## config.mk

```make
export PLATFORM = sky130hd
export DESIGN_NAME = img_stream_unloader
export DESIGN_NICKNAME = d
export VERILOG_FILES = /design/src/rtl/img_sram_pkg.sv /design/src/rtl/img_stream_unloader_fifo.sv /design/src/rtl/img_stream_unloader.sv
export SDC_FILE = /design/constraint.sdc
export NUM_CORES = 1
export LEC_CHECK = 0
export BUFFER_PORTS_ARGS = -buffer_cell sky130_fd_sc_hd__buf_2
export CORE_MARGIN = 4
export CORE_UTILIZATION = 50
export CTS_BUF_LIST = sky130_fd_sc_hd__clkbuf_8 sky130_fd_sc_hd__clkbuf_16
export CTS_CLUSTER_DIAMETER = 120
export CTS_CLUSTER_SIZE = 40
export DETAILED_ROUTE_END_ITERATION = 8
export PLACE_DENSITY = 0.71
export SKIP_LAST_GASP = 1
export SYNTH_ARGS = -nofsm -noshare
export SYNTH_HDL_FRONTEND = slang
export SYNTH_SLANG_ARGS = --single-unit
```

## constraint.sdc

```tcl
create_clock -name clk -period 3.45 [get_ports clk]
set_input_delay 0 -clock clk [delete_from_list [all_inputs] [get_ports clk]]
set_output_delay 0 -clock clk [all_outputs]
set_load 0.02 [all_outputs]
```

## src/rtl/img_sram_pkg.sv

```systemverilog
// Shared image-SRAM types: control bundle, dimension width and unloader FSM states.
package img_sram_pkg;

    localparam int unsigned IMG_DIM_W = 8;
    localparam int unsigned IMG_PIX_W = 8;

    typedef struct packed {
        logic [IMG_DIM_W-1:0] row;
        logic [IMG_DIM_W-1:0] col;
        logic                 write_en;
        logic                 sense_en;
        logic [IMG_PIX_W-1:0] din;
    } img_sram_ctrl_t;

    typedef enum logic [1:0] {
        IDLE,
        ISSUE,
        DRAIN,
        DONE
    } unload_state_e;

endpackage

```

## src/rtl/img_stream_unloader_fifo.sv

```systemverilog
// Small synchronous FIFO; simultaneous push and pop are legal when full or empty.
module pix_skid_fifo #(
    parameter int unsigned DEPTH = 2,
    parameter int unsigned W     = 10
) (
    input  logic                       clk,
    input  logic                       rst,
    input  logic                       push_i,
    input  logic [W-1:0]               din_i,
    input  logic                       pop_i,
    output logic [W-1:0]               dout_o,
    output logic [$clog2(DEPTH+1)-1:0] count_o,
    output logic                       full_o,
    output logic                       empty_o
);

    localparam int unsigned CW = $clog2(DEPTH + 1);
    localparam int unsigned PW = (DEPTH > 1) ? $clog2(DEPTH) : 1;

    logic [W-1:0]  mem_q [DEPTH];
    logic [PW-1:0] wr_ptr_q, wr_ptr_d;
    logic [PW-1:0] rd_ptr_q, rd_ptr_d;
    logic [CW-1:0] count_q, count_d;
    logic          do_push, do_pop;

    assign full_o  = (count_q == CW'(DEPTH));
    assign empty_o = (count_q == '0);
    assign count_o = count_q;
    assign dout_o  = mem_q[rd_ptr_q];

    // A push into a full FIFO only lands if the head leaves on the same edge.
    assign do_pop  = pop_i && !empty_o;
    assign do_push = push_i && (!full_o || do_pop);

    always_comb begin
        wr_ptr_d = wr_ptr_q;
        rd_ptr_d = rd_ptr_q;
        count_d  = count_q;
        if (do_push) begin
            wr_ptr_d = (wr_ptr_q == PW'(DEPTH - 1)) ? '0 : wr_ptr_q + PW'(1);
        end
        if (do_pop) begin
            rd_ptr_d = (rd_ptr_q == PW'(DEPTH - 1)) ? '0 : rd_ptr_q + PW'(1);
        end
        case ({do_push, do_pop})
            2'b10:   count_d = count_q + CW'(1);
            2'b01:   count_d = count_q - CW'(1);
            default: count_d = count_q;
        endcase
    end

    always_ff @(posedge clk or posedge rst) begin
        if (rst) begin
            wr_ptr_q <= '0;
            rd_ptr_q <= '0;
            count_q  <= '0;
            for (int unsigned k = 0; k < DEPTH; k++) begin
                mem_q[k] <= '0;
            end
        end else begin
            wr_ptr_q <= wr_ptr_d;
            rd_ptr_q <= rd_ptr_d;
            count_q  <= count_d;
            if (do_push) begin
                mem_q[wr_ptr_q] <= din_i;
            end
        end
    end

endmodule

```

## src/rtl/img_stream_unloader.sv

```systemverilog
// Streams a finished image out of the image SRAM, row- or column-major, over a
// valid/ready byte stream with credit-based prefetch hiding the SRAM read latency.
module img_stream_unloader
    import img_sram_pkg::*;
#(
    parameter int unsigned FIFO_DEPTH = 2,
    parameter int unsigned PIX_W      = 8
) (
    input  logic                 clk,
    input  logic                 rst,
    input  logic                 start,
    input  logic [IMG_DIM_W-1:0] nrows,
    input  logic [IMG_DIM_W-1:0] ncols,
    input  logic                 transpose_out,
    output logic                 busy,
    output logic                 done,
    input  logic [PIX_W-1:0]     sram_dout_in,
    output img_sram_ctrl_t       sram_ctrl,
    output logic [PIX_W-1:0]     m_data,
    output logic                 m_valid,
    input  logic                 m_ready,
    output logic                 m_eol,
    output logic                 m_last
);

    localparam int unsigned CW = $clog2(FIFO_DEPTH + 1);

    unload_state_e        state_q, state_d;
    logic [IMG_DIM_W-1:0] outer_max_q, outer_max_d;
    logic [IMG_DIM_W-1:0] inner_max_q, inner_max_d;
    logic                 tr_q, tr_d;
    logic [IMG_DIM_W-1:0] o_q, o_d;
    logic [IMG_DIM_W-1:0] i_q, i_d;
    logic [IMG_DIM_W-1:0] row_q, row_d;
    logic [IMG_DIM_W-1:0] col_q, col_d;
    logic                 pipe_v_q, pipe_eol_q, pipe_last_q;

    logic [PIX_W+1:0]     fifo_dout;
    logic [CW-1:0]        fifo_count;
    logic                 fifo_full, fifo_empty;
    logic                 pop, issue, can_issue;
    logic                 inner_end, outer_end, final_addr;
    logic [CW:0]          credit;
    logic [IMG_DIM_W-1:0] cur_row, cur_col;

    assign m_valid = !fifo_empty;
    assign m_data  = fifo_dout[PIX_W-1:0];
    assign m_eol   = fifo_dout[PIX_W];
    assign m_last  = fifo_dout[PIX_W+1];
    assign pop     = m_valid && m_ready;

    // Entries held + read in flight - entry leaving this edge must stay below depth.
    assign credit     = (CW+1)'(fifo_count) + (CW+1)'(pipe_v_q) - (CW+1)'(pop);
    assign can_issue  = (credit < (CW+1)'(FIFO_DEPTH));
    assign inner_end  = (i_q == inner_max_q);
    assign outer_end  = (o_q == outer_max_q);
    assign final_addr = inner_end && outer_end;
    assign cur_row    = tr_q ? i_q : o_q;
    assign cur_col    = tr_q ? o_q : i_q;

    always_ff @(posedge clk or posedge rst) begin
        if (rst) begin
            state_q <= IDLE;
        end else begin
            state_q <= state_d;
        end
    end

    always_comb begin
        state_d = state_q;
        case (state_q)
            IDLE:    if (start) state_d = (nrows == '0 || ncols == '0) ? DONE : ISSUE;
            ISSUE:   if (issue && final_addr) state_d = DRAIN;
            DRAIN:   if (pop && m_last) state_d = DONE;
            DONE:    state_d = IDLE;
            default: state_d = IDLE;
        endcase
    end

    always_comb begin
        busy  = (state_q == ISSUE) || (state_q == DRAIN);
        done  = (state_q == DONE);
        issue = (state_q == ISSUE) && can_issue;
    end

    always_comb begin
        outer_max_d = outer_max_q;
        inner_max_d = inner_max_q;
        tr_d        = tr_q;
        o_d         = o_q;
        i_d         = i_q;
        row_d       = row_q;
        col_d       = col_q;
        if (state_q == IDLE && start) begin
            tr_d        = transpose_out;
            outer_max_d = (transpose_out ? ncols : nrows) - IMG_DIM_W'(1);
            inner_max_d = (transpose_out ? nrows : ncols) - IMG_DIM_W'(1);
            o_d         = '0;
            i_d         = '0;
        end
        if (issue) begin
            row_d = cur_row;
            col_d = cur_col;
            if (inner_end) begin
                i_d = '0;
                o_d = o_q + IMG_DIM_W'(1);
            end else begin
                i_d = i_q + IMG_DIM_W'(1);
            end
        end
    end

    always_ff @(posedge clk or posedge rst) begin
        if (rst) begin
            outer_max_q <= '0;
            inner_max_q <= '0;
            tr_q        <= 1'b0;
            o_q         <= '0;
            i_q         <= '0;
            row_q       <= '0;
            col_q       <= '0;
            pipe_v_q    <= 1'b0;
            pipe_eol_q  <= 1'b0;
            pipe_last_q <= 1'b0;
        end else begin
            outer_max_q <= outer_max_d;
            inner_max_q <= inner_max_d;
            tr_q        <= tr_d;
            o_q         <= o_d;
            i_q         <= i_d;
            row_q       <= row_d;
            col_q       <= col_d;
            pipe_v_q    <= issue;
            pipe_eol_q  <= issue && inner_end;
            pipe_last_q <= issue && final_addr;
        end
    end

    // Address is live in the issue cycle and held afterwards.
    always_comb begin
        sram_ctrl          = '0;
        sram_ctrl.row      = issue ? cur_row : row_q;
        sram_ctrl.col      = issue ? cur_col : col_q;
        sram_ctrl.write_en = 1'b0;
        sram_ctrl.sense_en = 1'b0;
        sram_ctrl.din      = '0;
    end

    pix_skid_fifo #(
        .DEPTH (FIFO_DEPTH),
        .W     (PIX_W + 2)
    ) u_fifo (
        .clk     (clk),
        .rst     (rst),
        .push_i  (pipe_v_q),
        .din_i   ({pipe_last_q, pipe_eol_q, sram_dout_in}),
        .pop_i   (pop),
        .dout_o  (fifo_dout),
        .count_o (fifo_count),
        .full_o  (fifo_full),
        .empty_o (fifo_empty)
    );

endmodule

```

Yosys cells after proc, flatten, opt, wreduce, memory -nomap -nowiden
Cells that the tools add are included.
Word-level totals
  bits in registers: 78
  input port bits: 29
  output and inout port bits: 39
  word-level logic and storage cells: 91
Cells by class
  $add $sub $neg: 10
  $lt $le $gt $ge: 4
  equality and inequality tests: 11
  muxes and demuxes: 26
  bitwise operators: 2
  reduce and logical (&&, ||, !) cells: 22
Operators by type and width (count)
  8-bit two-way mux: 12
  10-bit two-way mux: 4
  20-bit bitwise mux: 1
  8-bit by 1-bit adder with 8-bit output, second input constant: 2
  8-bit equality test: 2
  8-bit logical NOT: 2
  8-bit by 1-bit subtractor with 8-bit output, second input constant: 2
  10-bit demux with 1-bit select: 1
  1-bit logical AND: 10
  2-bit equality test, second input constant: 4
  2-bit two-way mux: 4
  2-bit case mux with 4 select lines: 1
  2-bit inequality test, second input constant: 3
  2-bit by 1-bit equality test with 1-bit output, second input constant: 2
  2-bit >= comparator, second input constant: 2
  2-bit logical NOT: 2
  1-bit inverter with 2-bit output: 2
  2-bit case mux with 2 select lines: 1
  2-bit nonzero test: 2
  2-bit by 1-bit adder with 3-bit output: 1
  1-bit logical OR: 3
  3-bit by 2-bit < comparator with 1-bit output, second input constant: 1
  3-bit AND reduction: 1
  3-bit by 1-bit subtractor with 3-bit output: 1
  other kinds (6): 9

Logic depth before layout (Yosys ltp)
Gate-level depths: netlist of the first run.
  word-level depth: 9
  gate-level depth with buffers: 13
  gate-level depth less buffers: 12

Cells and area by module
Synthesis of the first run repeated with hierarchy kept, for this count alone.
Unflattened totals
  cell total of the unflattened synthesis: 398
  area, all modules: 4311.6 µm²
By module, submodules not included
  img_stream_unloader: instances 1, cells each 326, area each 3184.3 µm², sequential area each 1351.3 µm²
  pix_skid_fifo: instances 1, cells each 72, area each 1127.3 µm², sequential area each 600.6 µm²

Worst setup path before layout of the first run
Ideal clock, no wire load.
  kind: register to register
  start point: reg u_fifo.count_q[1], in the netlist u_fifo.count_o[1]
  end point: reg state_q[1]
  library setup time: 126 ps
  data arrival time: 3008 ps
  data required time: 3324 ps
  path slack: 316 ps
  cell stages (with the launch flop): 13
  path buffers: 1
  period minus slack after synthesis: 3134 ps
  path through: dfrtp_1 -> or2_2 -> nand2_1 -> inv_1 -> ha_1 -> nand2b_1 -> fa_1 -> xnor2_1 -> nand3_2 -> or3_1 -> buf_2 -> a211o_1 -> mux2i_1
On the way
  longest elaborated chain between the ends: 9
  elaborated cells on any way between the ends: 12
  those cells by class: 2 x add/sub; 1 x order compare; 2 x eq/ne; 7 x reduce/logical
Ends and longest elaborated chain
  from (decl): RTL line img_stream_unloader_fifo.sv:23  | logic [CW-1:0] count_q, count_d;
  from (signal assigned): RTL line img_stream_unloader_fifo.sv:63  | count_q <= count_d;
  2-bit logical NOT *: RTL line img_stream_unloader_fifo.sv:27  | assign empty_o = (count_q == '0);
  1-bit logical NOT *: RTL line img_stream_unloader.sv:46  | assign m_valid = !fifo_empty;
  via m_valid: RTL line img_stream_unloader.sv:20  | output logic m_valid,
  1-bit logical AND *: RTL line img_stream_unloader.sv:50  | assign pop = m_valid && m_ready;
  3-bit by 1-bit subtractor with 3-bit output: RTL line img_stream_unloader.sv:53  | assign credit = (CW+1)'(fifo_count) + (CW+1)'(pipe_v_q) - (CW+1)'(pop);
  3-bit by 2-bit < comparator with 1-bit output: RTL line img_stream_unloader.sv:54  | assign can_issue = (credit < (CW+1)'(FIFO_DEPTH));
  1-bit logical AND: RTL line img_stream_unloader.sv:83  | issue = (state_q == ISSUE) && can_issue;
  1-bit logical AND: RTL line img_stream_unloader.sv:73  | ISSUE: if (issue && final_addr) state_d = DRAIN;
  2-bit inequality test (no source line)
  3-bit AND reduction (no source line) *
  to (signal assigned): RTL line img_stream_unloader.sv:65  | state_q <= state_d;
  to (decl): RTL line img_stream_unloader.sv:28  | unload_state_e state_q, state_d;
The timed path passes the listed nets; every way through them passes the cells marked *.
A chain may end at the register's enable or synchronous reset.

Final worst setup path of the first run
  start point: reg u_fifo.count_q[0], in the netlist u_fifo.count_o[0]
  end point: reg o_q[5]
On the way
  longest elaborated chain between the ends: 7
  elaborated cells on any way between the ends: 8
  those cells by class: 2 x add/sub; 1 x order compare; 1 x mux; 4 x reduce/logical
Ends and longest elaborated chain
  branches (longest 3 deep; another with 2-bit by 1-bit adder with 3-bit output)
  3-bit by 1-bit subtractor with 3-bit output *: RTL line img_stream_unloader.sv:53
  3-bit by 2-bit < comparator with 1-bit output *: RTL line img_stream_unloader.sv:54
  1-bit logical AND *: RTL line img_stream_unloader.sv:83
  8-bit two-way mux *: RTL line img_stream_unloader.sv:101  | if (issue) begin
  via o_d[5]: RTL line img_stream_unloader.sv:32  | logic [IMG_DIM_W-1:0] o_q, o_d;
  to (signal assigned): RTL line img_stream_unloader.sv:118  | o_q <= '0;
  to (signal assigned): RTL line img_stream_unloader.sv:129  | o_q <= o_d;
  to (decl): RTL line img_stream_unloader.sv:32
Mark *: on every way through the listed nets, which the timed path passes.

==> results of run 1 <==
cells in the final DEF (no fill, tap or decap), drive strengths merged, types with 9 or more instances in the layout:
master	count
nor3b	11
o21ai	38
dfrtp	78
dlygate4sd3	10
nand3	12
xor2	20
nor3	13
xnor2	15
buf	63
mux2	36
ha	10
conb	10
nor2	12
mux2i	34
a21o	9
clkbuf	9
inv	12
nand2	44
routing by layer:
layer / share of wire / wire length, um / up-vias / track usage
li1: - / - / 1576 / -
met1: 0.46 / 4340 / 1522 / 0.264
met2: 0.47 / 4400 / 91 / 0.319
met3: 0.054 / 507 / 14 / 0.0337
met4: 0.022 / 206 / 0 / 0.0777
met5: 0 / 0 / - / 0
through the flow:
| step | util | instance area (um2) | setup WS [ns] |
|---|---|---|---|
| global placement | 0.561 | 4680 | 0.368 |
| finish | 0.604 | 5040 | 0.206 |
| global route | 0.604 | 5040 | 0.0180 |
| CTS | 0.604 | 5040 | 0.203 |
| floorplan | - | 4380 | 0.316 |
| detailed placement | 0.561 | 4680 | 0.282 |
cell families after synthesis:
logic type	Yosys count	share of synthesized area
XOR/XNOR	35	0.0705
buffers and inverters	43	0.0475
AND/OR/NAND/NOR	113	0.128
flip-flops	78	0.449
other	1	0.000863
multiplexers	70	0.172
AO/OA/AOI/OAI	69	0.0993
adder cells (fa/ha/maj)	11	0.0334
cell type report:
cell class | instances | area (um2) | area share
multi-input cells | 308 | 2220 | 0.441
inverters | 11 | 41.3 | 0.00820
repair buffers | 73 | 430 | 0.0854
clock inverters | 7 | 138 | 0.0273
flip-flops and latches | 78 | 1950 | 0.387
well taps | 105 | 131 | 0.0261
clock buffers | 9 | 124 | 0.0246
state kept, by name, indices dropped and copies added (netlist names):
name,cells
u_fifo.rd_ptr_q,1
row_q,8
col_q,8
pipe_eol_q,1
outer_max_q,8
inner_max_q,8
state_q,2
pipe_v_q,1
o_q,8
u_fifo.wr_ptr_q,1
u_fifo.count_o,2
pipe_last_q,1
u_fifo.mem_q,20
tr_q,1
i_q,8
report_power, final:
group | switching [mW] | internal [mW] | total, mW
Combinational | 0.844 | 0.675 | 1.52
Clock | 0.329 | 0.551 | 0.880
Sequential | 0.280 | 1.21 | 1.49
Total | 1.45 | 2.44 | 3.89
worst max-delay path by stage:
| stage | endpoint | slack [ns] | depth (start not counted) |
|---|---|---|---|
| after floorplan | state_q[1]$_DFFE_PP0P_ | 0.32 | 12 |
| after global placement | o_q[6]$_DFF_PP0_ | 0.37 | 12 |
| after detailed placement | o_q[6]$_DFF_PP0_ | 0.28 | 12 |
| after CTS | o_q[5]$_DFF_PP0_ | 0.20 | 12 |
| after global routing | o_q[5]$_DFF_PP0_ | 0.02 | 12 |
| final | o_q[5]$_DFF_PP0_ | 0.21 | 12 |
worst register-to-register path: stages, from the launching register on:
cell	delay [ns]
dfrtp_1	0.43
or2_2	0.31
nand2_1	0.11
inv_1	0.05
ha_1	0.26
nand2b_1	0.15
fa_1	0.39
xnor2_1	0.22
nand3_2	0.12
or3_1	0.43
buf_4	0.22
mux2_2	0.28
a21o_1	0.17
==> flow_summary.ini, run 1 <==
[outcome]
outcome = finished clean

[clock_network]
cts_resized = 0
h-tree-depth = 3
insertion_delay_ns = 0.35
clock_path_buffers = 2
postCtsSetupRepairBufs = 0
ctsHoldBuffers = 10
cts_tree = done
cts_root_buf = clkbuf_8
numCtsBuffers = 9
clkSlewWorstSetupHoldPaths_ns = 0.08
clock-sinks = 78

[synth]
ys_seq_elements = 78
ys_types = 40
seq_area_frac_synth = 0.449
synth_area_um2 = 4350
yosysTopAreaCellShare = 0.449
synth_area_leader_cell = dfrtp_1
synth_edf_count = 0
synth_ff_type = dfrtp_1
async_flop_share = 1.00
ys.warnings.count = 0
synth_area_leaders = dfrtp_1 45%, mux2_2 9.3%, mux2i_1 7.8%, o21ai_0 4.4%, xor2_1 4.0%
synth.most_common_cell = dfrtp_1
ys_top_cells_by_count = 78 x dfrtp_1, 44 x nand2_1, 38 x o21ai_0
avgSynthCellArea_um2 = 10.3
synthCells = 420

[power]
power_density_nw_per_um2 = 773
p_leak_nw = 2.49
ir_drop_v = 0.000326
finalPower_mw = 3.89

[route]
route.detailed.drc = 0
avgViaCountPerCell = 5.42
ant_nets = 0
vias = 3203
routed_wl_um = 9450
wl_per_cell_um = 16.0
drtPass1Iterations = 4
initialDrtViolationCount = 122

[critical_path]
cp_slowest_cell = dfrtp_1
r2r_cells = 12
cp_max_fo = 15
r2r_start = u_fifo.count_o[0]$_DFFE_PP0P_
cp_cell_sequence = or2_2, nand2_1, inv_1, ha_1, nand2b_1, fa_1, xnor2_1, nand3_2, or3_1, buf_4, mux2_2, a21o_1
path_buf_inv = 2
reg2reg_slack_ns = 0.21
critPathLaunchType = flip-flop
worst-setup-path-type = reg2reg
end_kind = flip-flop
max_stage_delay_ns = 0.43
startpoint = u_fifo.count_o[0]$_DFFE_PP0P_
cp.required_ns = 3.68
arrival_ns = 3.47
timing.rr.end = o_q[5]$_DFF_PP0_
cp_top_family = simple AND/OR/NAND/NOR gates

[sta]
max_freq_ghz = 0.308
finalCritPeriodShare = 0.940
setup_violations = 0
slew_violations = 0
clock_skew_ns = 0.0142
tns_ns = 0
hold_viol_final = 0
tightest_slew_ns = 1.12
whs_ns = 0.0745
slew_headroom = 0.252
fin_crit_ns = 3.24
rsz0062_at_grt = no

[die]
die-area_um2 = 10200
ios = 68
die_h_um = 101
initial_utilization = 0.521
row_count = 33
die_w_um = 101
core_area_um2 = 8340

[grt]
grt_overflow = 0
grt_first_pass_wirelength_um = 16000
grt_usage = 0.197
grt_max_degree = 57
grt_pass1_vias = 3230
antenna_found_initial = 0

[cells_and_area]
syn_to_final_growth_pct = 15.9
final_nets = 521
diodes = 0
nFillCells = 700
drive_above_1_share = 0.245
final_cells = 591

[worst_hold_path]
holdPathStages = 3
hp-start = nrows[6]
hold_class = in2reg
whs_endpoint = outer_max_q[6]$_DFFE_PP0P_

[placement]
dp.cells = 565
port-buffer-count = 57
gp_congestion = 0.880
dpl.hpwl_um = 6880

[run]
cap_viol_max_count = 0
No activity file was read; power rests on OpenSTA's default activity.
==> run 2: changes to the inputs <==
PLACE_DENSITY = not set   (was 0.71)
PLACE_DENSITY_LB_ADDON = 0.2   (was not set)
==> flow_summary.ini, run 2 (synthesized netlist as in run 1, its figures left out) <==
[critical_path]
cp.required_ns = 3.45
worst-setup-path-type = reg2out
end_kind = primary output
critPathLaunchType = flip-flop
arrival_ns = 3.12
max_stage_delay_ns = 0.42
r2r_cells = 12
cp_slowest_cell = dfrtp_1
reg2reg_slack_ns = 0.37
cp_max_fo = 33
cp_cell_sequence = or2_2, nand2_1, inv_1, ha_1, nand2b_1, fa_1, xnor2_1, nand3_2, buf_4, o21ai_0, buf_2

[sta]
hold_viol_final = 0
tightest_slew_ns = 1.00
rsz0062_at_grt = no
fin_crit_ns = 3.12
max_freq_ghz = 0.321
slew_violations = 0
finalCritPeriodShare = 0.904
slew_headroom = 0.331
clock_skew_ns = 0.0114
tns_ns = 0
setup_violations = 0

[grt]
grt_first_pass_wirelength_um = 15400
grt_max_degree = 79
grt_pass1_vias = 3155
antenna_found_initial = 0
grt_usage = 0.189
grt_overflow = 0

[cells_and_area]
top_register = u_fifo.mem_q
multi_input_area_um2 = 2230
layout_common_cells = 78 x dfrtp_1, 57 x buf_2, 44 x nand2_1
final_nets = 520
seq_area_um2 = 1950
nFillCells = 730
largest_register_ffs = 20
diodes = 0
final_common_cell = dfrtp_1
drive_above_1_share = 0.242
syn_to_final_growth_pct = 14.0

[power]
combPwrFrac = 0.416
ir_drop_v = 0.000323
swShare = 0.390
p_leak_nw = 2.45
power_density_nw_per_um2 = 731
p_switching_mw = 1.41
clkPwrFrac = 0.174
internal_power_mw = 2.21
seqPwrFrac = 0.409
finalPower_mw = 3.62

[worst_hold_path]
holdPathStages = 3
hold_class = in2reg

[route]
initialDrtViolationCount = 103
routed_wl_um = 9140
ant_nets = 0
avgViaCountPerCell = 5.36
wl_per_cell_um = 15.5
drtPass1Iterations = 4
route.detailed.drc = 0
vias = 3159

[clock_network]
h-tree-depth = 3
clock_path_buffers = 2
cts_root_buf = clkbuf_8
numCtsBuffers = 9
cts_tree = done
postCtsSetupRepairBufs = 0
insertion_delay_ns = 0.33
clock-sinks = 78
clkSlewWorstSetupHoldPaths_ns = 0.08

[die]
die_h_um = 101
die-area_um2 = 10200
row_count = 33
die_w_um = 101
core_area_um2 = 8340
initial_utilization = 0.521
ios = 68

[placement]
dpl.hpwl_um = 6640
gp_congestion = 0.909
port-buffer-count = 57

[run]
cap_viol_max_count = 0

[outcome]
outcome = finished clean
## run 2: changes by cell type in the layout (fill, tap and decap cells not counted), sizes merged
cell,delta
buf,-1
inv,+1
bufinv,-3
clkinv,+1
## run 2: cell type report
| class | instances | share of cell area |
|---|---|---|
| tap | 105 | 0.0265 |
| clock inverter | 6 | 0.0114 |
| inverter | 11 | 0.00834 |
| clock buffer | 9 | 0.0250 |
| timing repair buffer | 72 | 0.0854 |
| sequential | 78 | 0.394 |
| multi-input combinational | 308 | 0.449 |
## run 2: power groups by stage
stage          combinational (mW)  clock (mW)  sequential [mW]
6_report                     1.51       0.631             1.48
4_1_cts                      1.53       0.653             1.49
3_5_place_dp                 1.52           0             1.51
2_1_floorplan                1.23           0             1.37
3_3_place_gp                 1.48           0             1.49
5_1_grt                      1.69       0.700             1.53
## run 2: metal layers
layer,share of wire,GRT usage,vias up,wire length [um]
li1,-,-,1569,-
met1,0.48,0.272,1494,4400
met2,0.45,0.287,83,4130
met3,0.050,0.0303,13,456
met4,0.017,0.0726,0,155
met5,0,0,-,0
## run 2: through the flow
step           cell area, um2  std cells  hold slack, ns  setup slack (ns)   util
3_5_place_dp             4670        564           0.249             0.245  0.560
6_report                 4950        589          0.0756             0.330  0.594
2_1_floorplan            4380        429           0.151             0.316      -
5_1_grt                  4950        589           0.105             0.110  0.594
3_3_place_gp             4670        564           0.246             0.298  0.560
4_1_cts                  4950        589          0.0643             0.223  0.593
## run 2: what timing repair did
action                     in CTS  in global routing
hold buffers                   10                  0
hold endpoints to repair       22                  0
setup endpoints to repair       0                  1
resized for setup               0                  1
## run 2: critical path, delay by kind of cell, from the launching register on
| family | cells | cell delay (ns) |
|---|---|---|
| AND/OR/NAND/NOR | 4 | 0.68 |
| adder cells (fa/ha/maj) | 2 | 0.63 |
| buffers and inverters | 3 | 0.52 |
| flip-flops | 1 | 0.42 |
| AO/OA/AOI/OAI | 1 | 0.32 |
| XOR/XNOR | 1 | 0.18 |
## run 2: final timing paths
check	startpoint	to
worst min register to register	col_q[5]$_DFF_PP0_	col_q[5]$_DFF_PP0_
worst max-delay path	u_fifo.count_o[0]$_DFFE_PP0P_	sram_ctrl[24]
worst max register to register	u_fifo.count_o[0]$_DFFE_PP0P_	o_q[2]$_DFF_PP0_
min in group asynchronous	rst	col_q[3]$_DFF_PP0_
max in group asynchronous	rst	inner_max_q[6]$_DFFE_PP0P_
worst min-delay path	ncols[6]	inner_max_q[6]$_DFFE_PP0P_
==> run 3: changes to the inputs <==
BUFFER_PORTS_ARGS = not set   (was -buffer_cell sky130_fd_sc_hd__buf_2)
DONT_BUFFER_PORTS = 1   (was not set)
==> flow_summary.ini, run 3 (synthesized netlist as in run 1, its figures left out) <==
[route]
ant_nets = 0
drtPass1Iterations = 5
vias = 3177
route.detailed.drc = 0
routed_wl_um = 9700
initialDrtViolationCount = 161
avgViaCountPerCell = 5.59
wl_per_cell_um = 17.1

[grt]
grt_usage = 0.204
grt_overflow = 0
grt_pass1_vias = 3350
grt_first_pass_wirelength_um = 16500
top_usage_layer = met2
antenna_found_initial = 0
grtUsageMet1 = 0.278
grt_max_degree = 45
use_met2 = 0.315
use_met3 = 0.0399

[critical_path]
end_kind = primary output
cp.required_ns = 3.45
arrival_ns = 3.17
cp_max_fo = 34
critPathLaunchType = flip-flop
worst-setup-path-type = reg2out

[sta]
finalCritPeriodShare = 0.920
tightest_slew_ns = 0.964
hold_viol_final = 0
slew_headroom = 0.356
rsz0062_at_grt = no
clock_skew_ns = 0.00840
setup_violations = 0
max_freq_ghz = 0.315
fin_crit_ns = 3.17
tns_ns = 0
whs_ns = 0.0105
slew_violations = 0

[clock_network]
h-tree-depth = 3
clock_path_buffers = 2
clkSlewWorstSetupHoldPaths_ns = 0.08
insertion_delay_ns = 0.35
clock-sinks = 78
cts_root_buf = clkbuf_8
cts_tree = done
postCtsSetupRepairBufs = 0
numCtsBuffers = 9

[cells_and_area]
utilization = 0.601
syn_to_final_growth_pct = 15.3
diodes = 0
drive_above_1_share = 0.173
stdcell_area_um2 = 5010
layout_common_cells = 78 x dfrtp_1, 44 x nand2_1, 36 x mux2_2, 36 x o21ai_0, 34 x mux2i_1
top_register = u_fifo.mem_q
largest_register_ffs = 20
final_common_cell = dfrtp_1
final_nets = 498

[die]
ios = 68
core_area_um2 = 8340
die_h_um = 101
initial_utilization = 0.521
die-area_um2 = 10200
die_w_um = 101
row_count = 33

[worst_hold_path]
hold_class = in2reg

[power]
power_density_nw_per_um2 = 730
finalPower_mw = 3.66
ir_drop_v = 0.000287
p_leak_nw = 2.36

[outcome]
outcome = finished clean

[run]
cap_viol_max_count = 0

[placement]
port-buffer-count = 0
placed_area_um2 = 4500
gp_congestion = 0.841
dpl.hpwl_um = 6660
run 3: cell types whose count changed in the layout (fill, tap and decap cells not counted), sizes merged:
cell,previous run,this run
clkbuf,9,10
buf,62,21
clkinvlp,0,2
dlygate4sd3,10,29
inv,13,11
run 3: where the power goes:
| group | switching [mW] | total (mW) | internal [mW] |
|---|---|---|---|
| combinational | 0.810 | 1.46 | 0.654 |
| clock | 0.345 | 0.702 | 0.357 |
| sequential | 0.279 | 1.49 | 1.21 |
| total | 1.43 | 3.66 | 2.22 |
run 3: final timing paths:
check                      cells after the start  slack (ns)                            to                           from
setup / recovery                              11        0.28                 sram_ctrl[13]  u_fifo.count_o[0]$_DFFE_PP0P_
hold / removal                                 5        0.01        state_q[1]$_DFFE_PP0P_                       ncols[0]
setup reg to reg                              11        0.30        state_q[1]$_DFFE_PP0P_  u_fifo.count_o[0]$_DFFE_PP0P_
hold reg to reg                                2        0.50    inner_max_q[7]$_DFFE_PP0P_     inner_max_q[7]$_DFFE_PP0P_
max in group asynchronous                      3        2.15    inner_max_q[3]$_DFFE_PP0P_                            rst
min in group asynchronous                      2        0.30  u_fifo.mem_q[13]$_DFFE_PP0P_                            rst
run 3: what timing repair did:
item | CTS | global route
endpoints found under the hold margin | 77 | 0
endpoints found under the setup margin | 0 | 11
hold buffers | 29 | 0
gates resized for setup | 0 | 4
run 3: layer usage:
| layer | vias up | routed length, um | share of wire |
|---|---|---|---|
| met3 | 24 | 492 | 0.051 |
| met2 | 94 | 4280 | 0.44 |
| met5 | - | 0 | 0 |
| met4 | 0 | 269 | 0.028 |
| li1 | 1526 | - | - |
| met1 | 1533 | 4660 | 0.48 |
run 3: final cells by class:
cell class	count	area [um2]
Clock buffer	10	138
Clock inverter	6	71.3
Fill cell	721	3330
Inverter	11	41.3
Multi-Input combinational cell	308	2230
Sequential cell	78	1950
Tap cell	105	131
Timing Repair Buffer	50	448
run 3: metrics by stage:
step	worst slack, ns	std cells
after floorplan	0.316	429
after global placement	0.153	523
after detailed placement	0.0582	523
after CTS	0.0406	568
after global routing	0.0512	568
final	0.275	568
run 3: critical path: stages (launching register included):
cell,delay [ns]
dfrtp_1,0.42
or2_2,0.37
nand2_1,0.12
inv_1,0.05
ha_1,0.26
nand2b_1,0.15
fa_1,0.38
xnor2_1,0.19
nand3_2,0.10
buf_4,0.23
o21ai_0,0.33
buf_4,0.21
